$ cat src/rtl/mem_arb_pkg.sv
// Shared encodings and default widths for the instruction/data memory port arbiter.
package mem_arb_pkg;
  localparam int ADDR_W_DEF = 32;
  localparam int DATA_W_DEF = 32;

  typedef enum logic [1:0] {
    IDLE   = 2'd0,
    BUSY_I = 2'd1,
    BUSY_D = 2'd2
  } arb_state_e;
endpackage

$ cat src/rtl/mem_port_arbiter.sv
// Arbitrates fetch and load/store ports onto one single-port memory; data port wins
// ties but yields to a waiting fetch after MAX_D_STREAK consecutive data grants.
module mem_port_arbiter
  import mem_arb_pkg::*;
#(
  parameter int ADDR_W       = ADDR_W_DEF,
  parameter int DATA_W       = DATA_W_DEF,
  parameter int MAX_D_STREAK = 4
) (
  input  logic              clk,
  input  logic              reset,
  input  logic              i_req,
  input  logic [ADDR_W-1:0] i_addr,
  output logic [DATA_W-1:0] i_rdata,
  output logic              i_ready,
  input  logic              d_req,
  input  logic              d_we,
  input  logic [ADDR_W-1:0] d_addr,
  input  logic [DATA_W-1:0] d_wdata,
  output logic [DATA_W-1:0] d_rdata,
  output logic              d_ready,
  output logic              m_req,
  output logic              m_we,
  output logic [ADDR_W-1:0] m_addr,
  output logic [DATA_W-1:0] m_wdata,
  input  logic [DATA_W-1:0] m_rdata,
  input  logic              m_ack,
  output logic              stall_if,
  output logic              stall_mem
);
  localparam int SW = $clog2(MAX_D_STREAK + 1);

  arb_state_e    state, state_nxt;
  logic [SW-1:0] d_streak;
  logic          streak_full, can_grant;
  logic          gnt_i, gnt_d, ack_i, ack_d;

  assign streak_full = (d_streak == SW'(MAX_D_STREAK));
  // The ready-pulse cycle never grants, so a held request and its rival compete
  // fairly on the following cycle.
  assign can_grant   = (state == IDLE) & ~i_ready & ~d_ready;

  always_comb begin
    state_nxt = state;
    gnt_i     = 1'b0;
    gnt_d     = 1'b0;
    ack_i     = 1'b0;
    ack_d     = 1'b0;
    case (state)
      IDLE: if (can_grant) begin
        if (d_req && !(i_req && streak_full)) begin
          gnt_d     = 1'b1;
          state_nxt = BUSY_D;
        end else if (i_req) begin
          gnt_i     = 1'b1;
          state_nxt = BUSY_I;
        end
      end
      BUSY_I: if (m_ack) begin
        ack_i     = 1'b1;
        state_nxt = IDLE;
      end
      BUSY_D: if (m_ack) begin
        ack_d     = 1'b1;
        state_nxt = IDLE;
      end
      default: state_nxt = IDLE;
    endcase
  end

  always_ff @(posedge clk) begin
    if (reset) state <= IDLE;
    else       state <= state_nxt;
  end

  always_ff @(posedge clk) begin
    if (reset) begin
      m_req   <= 1'b0;
      m_we    <= 1'b0;
      m_addr  <= '0;
      m_wdata <= '0;
      i_ready <= 1'b0;
      d_ready <= 1'b0;
      i_rdata <= '0;
      d_rdata <= '0;
    end else begin
      i_ready <= ack_i;
      d_ready <= ack_d;
      if (gnt_d) begin
        m_req   <= 1'b1;
        m_we    <= d_we;
        m_addr  <= d_addr;
        m_wdata <= d_wdata;
      end else if (gnt_i) begin
        m_req  <= 1'b1;
        m_we   <= 1'b0;
        m_addr <= i_addr;
      end else if (ack_i || ack_d) begin
        m_req <= 1'b0;
        m_we  <= 1'b0;
      end
      if (ack_i)          i_rdata <= m_rdata;
      if (ack_d && !m_we) d_rdata <= m_rdata;
    end
  end

  // Streak only measures how long a fetch has been starved by the data port.
  always_ff @(posedge clk) begin
    if (reset || !i_req || gnt_i) d_streak <= '0;
    else if (gnt_d && !streak_full) d_streak <= d_streak + SW'(1);
  end

  assign stall_if  = i_req & ~i_ready;
  assign stall_mem = d_req & ~d_ready;
endmodule

$ cat config.mk
export PLATFORM = sky130hd
export DESIGN_NAME = mem_port_arbiter
export DESIGN_NICKNAME = d
export VERILOG_FILES = /design/src/rtl/mem_arb_pkg.sv /design/src/rtl/mem_port_arbiter.sv
export SDC_FILE = /design/constraint.sdc
export NUM_CORES = 1
export LEC_CHECK = 0
export ABC_AREA = 1
export CAP_MARGIN = 20
export CORE_ASPECT_RATIO = 1.4
export CORE_MARGIN = 2
export CORE_UTILIZATION = 44
export CTS_CLUSTER_DIAMETER = 200
export DETAILED_ROUTE_END_ITERATION = 7
export PLACE_DENSITY = 0.93
export SLEW_MARGIN = 20
export SYNTH_ARGS = -nofsm -noshare
export SYNTH_HDL_FRONTEND = slang
export SYNTH_SLANG_ARGS = --single-unit
export TNS_END_PERCENT = 50
$ cat constraint.sdc
create_clock -name clk -period 4 [get_ports clk]
set_clock_uncertainty 0.15 [all_clocks]
set_input_delay 0.4 -clock clk [delete_from_list [all_inputs] [get_ports clk]]
set_output_delay 0.4 -clock clk [all_outputs]
set_load 0.01 [all_outputs]
==> run metrics <==
Layout fillers 952; Finished Core Util 0.718; largest net degree at the start of global routing 67; die area 0.0135 mm²; Starting Density 0.450; largest cells by area after synthesis dfxtp_1 50%, nor2_1 13%, o21ai_0 8.7%; final worst-path cycle share 0.696; DRT Pass-1 Iters 5; initial antenna violation count 0; status finished, final reports clean; critical path endpoint category flop; Routed WL 16.9 mm; FF+latch count, synth 137; hold-fix buffers at CTS 0; GPL Wtd Cong 0.857; first-pass GRT wire length 26.2 mm; H-tree levels 4; Final Max Tran Viols 0; TritonCTS clock tree yes; sequential area share after synthesis 0.495; FMAX 359 MHz; Post-CTS Setup Bufs 0; Max FO, Critical Path 45; Yosys warning count 0; worst path arrival time 2.98 ns; CP Class reg2reg; total power 5.49 mW; CTS Buf Count 17; share of layout cells above drive strength 1 0.0504; total negative slack 0 ns; DR vias 5783; gr ovfl total 0; cell count after synthesis 738; IO Pins 268; FP Rows 48; clk_lat worst skew 0.40 ns; Buf/Inv on CP 2; GRT Util Overall 0.240; Clock Tree Root clkbuf_16; maximum VDD drop 420 µV; drc violations 0; Net Count, Synth 877; CORE AREA 0.0123 mm²; DIE WIDTH 98.8 µm; clock buffer depth 2; Clk pin slew, worst setup/hold paths 0.06 ns; Synth top area share 0.495; ANT cells 0; Die Ht 137 µm; minimum clock period 2.79 ns; RSZ-0062 raised after global routing no; slowest cell on the critical path nor2_4; pwr dens 621 mW/mm²; Unique masters post-synth 26; DP HPWL 11.9 mm; Worst R2R Setup Slack 1.21 ns; CP startpoint kind flop; number of global-route vias before repair 5556; Top delay family on crit path simple AND/OR/NAND/NOR gates; final setup fails 0; # Max-Cap Violations 0; hold crit path type reg2reg; worst slew pin tran 1.01 ns; mean post-synth cell area 7.51 µm²; PortBufs 267; P&R area growth vs syn 59.6%; Slew HR 0.322; worst-path cell chain inv_1 > ha_1 > nand3_4 > nor2_4 > buf_4 > o21ai_0 > nor2_1; Pleak 3.65 nW; Worst Path Required 4.19 ns; Antenna Violating Nets Remaining 0; cell taking the most area after synthesis dfxtp_1; Detailed Route Iter0 Violations 223; Via density 5.06; clock sink total 137; # nets final 1119; Synth Cell Area 0.00554 mm²; crit-path max cell delay 0.92 ns; number of hold violations in the final report 0; DR WL/cell 14.7 µm; number of gates resized after cts 0
## worst paths after layout
kind / startpoint / to / cells past startpoint
max: state[0]$_SDFFE_PP0P_ / m_wdata[22]$_SDFFE_PP0N_ / 7
min: i_rdata[15]$_SDFFE_PP0P_ / i_rdata[15]$_SDFFE_PP0P_ / 2
max reg2reg: state[0]$_SDFFE_PP0P_ / m_wdata[22]$_SDFFE_PP0N_ / 7
min reg2reg: i_rdata[15]$_SDFFE_PP0P_ / i_rdata[15]$_SDFFE_PP0P_ / 2
## cell usage in the layout (no fill, tap or decap)
cell type,instances
a21oi_1,38
buf_4,8
bufinv_16,4
clkbuf_1,2
clkbuf_16,17
clkbuf_8,1
clkdlybuf4s50_1,267
clkinv_2,1
clkinv_4,2
clkinvlp_4,1
dfxtp_1,137
ha_1,5
inv_1,48
inv_2,3
inv_6,3
inv_8,1
nand2_1,48
nand2_2,3
nand2_4,2
nand3_1,67
nand3_2,1
nand3_4,1
nand3b_1,1
nand4_1,1
nor2_1,197
nor2_2,1
nor2_4,1
o211ai_1,1
o21ai_0,96
o21ai_1,2
o21bai_1,32
xor2_1,1
## per-layer routing
layer,vias to the layer above,track usage,part of all wire,wire length [µm]
li1,2861,-,-,-
met1,2645,0.266,0.38,6380
met2,241,0.443,0.53,8900
met3,36,0.0465,0.060,1010
met4,0,0.106,0.034,572
met5,-,0,0,0
## cells in the mapped netlist
cell and count:
nand2_2 3, nand3_2 1, xor2_1 1, nand3b_1 1, buf_2 10, o21ai_1 2, o21ai_0 96, nand3_4 1
ha_1 5, inv_2 2, o211ai_1 1, clkbuf_1 27, nor2_4 1, nand3_1 67, o21bai_1 32, inv_1 49
clkbuf_2 1, buf_6 4, buf_1 6, nand2_4 2, buf_4 4, nor2_1 198, nand2_1 48, dfxtp_1 137
a21oi_1 38, nand4_1 1
## final cells by class
| type | count | area [µm²] | share of cell area |
|---|---|---|---|
| clock inverters | 12 | 188 | 0.0212 |
| well taps | 150 | 188 | 0.0212 |
| flip-flops and latches | 137 | 2740 | 0.310 |
| clock buffers | 20 | 447 | 0.0505 |
| multi-input cells | 498 | 2350 | 0.266 |
| inverters | 51 | 191 | 0.0216 |
| repair buffers | 275 | 2730 | 0.309 |
## cell families (layout without fill, tap and decap cells)
logic type / Yosys count / in the layout / share of synthesized area
AND/OR/NAND/NOR: 323 / 323 / 0.244
buffers and inverters: 103 / 358 / 0.0804
AO/OA/AOI/OAI: 169 / 169 / 0.168
adder cells (fa/ha/maj): 5 / 5 / 0.0113
flip-flops: 137 / 137 / 0.495
XOR/XNOR: 1 / 1 / 0.00158
## sequential cells by signal, summed over array words and instances, names as in the netlist
register / flops
i_rdata: 32
m_addr: 32
d_streak: 3
state: 2
m_we: 1
m_wdata: 32
d_ready: 1
d_rdata: 32
i_ready: 1
m_req: 1
## stage by stage
step	cells	hold slack, ns	area [µm²]	setup WS [ns]
final	1143	0.328	8840	1.21
after global routing	1143	0.351	8840	0.932
after CTS	1143	0.331	8840	1.20
after detailed placement	1111	0.321	8210	1.09
after global placement	1111	0.312	8210	1.21
after floorplan	738	0.305	5540	2.37
## worst min-delay path, stage by stage (launching register included)
cell,delay [ns]
dfxtp_1,0.32
nor2_1,0.04
nor2_1,0.08
## power breakdown
| part | switching (mW) | internal [mW] | total [mW] |
|---|---|---|---|
| clock network | 0.597 | 1.07 | 1.67 |
| logic | 1.05 | 0.930 | 1.98 |
| registers | 0.163 | 1.68 | 1.84 |
(Power assumes the default switching activity.)
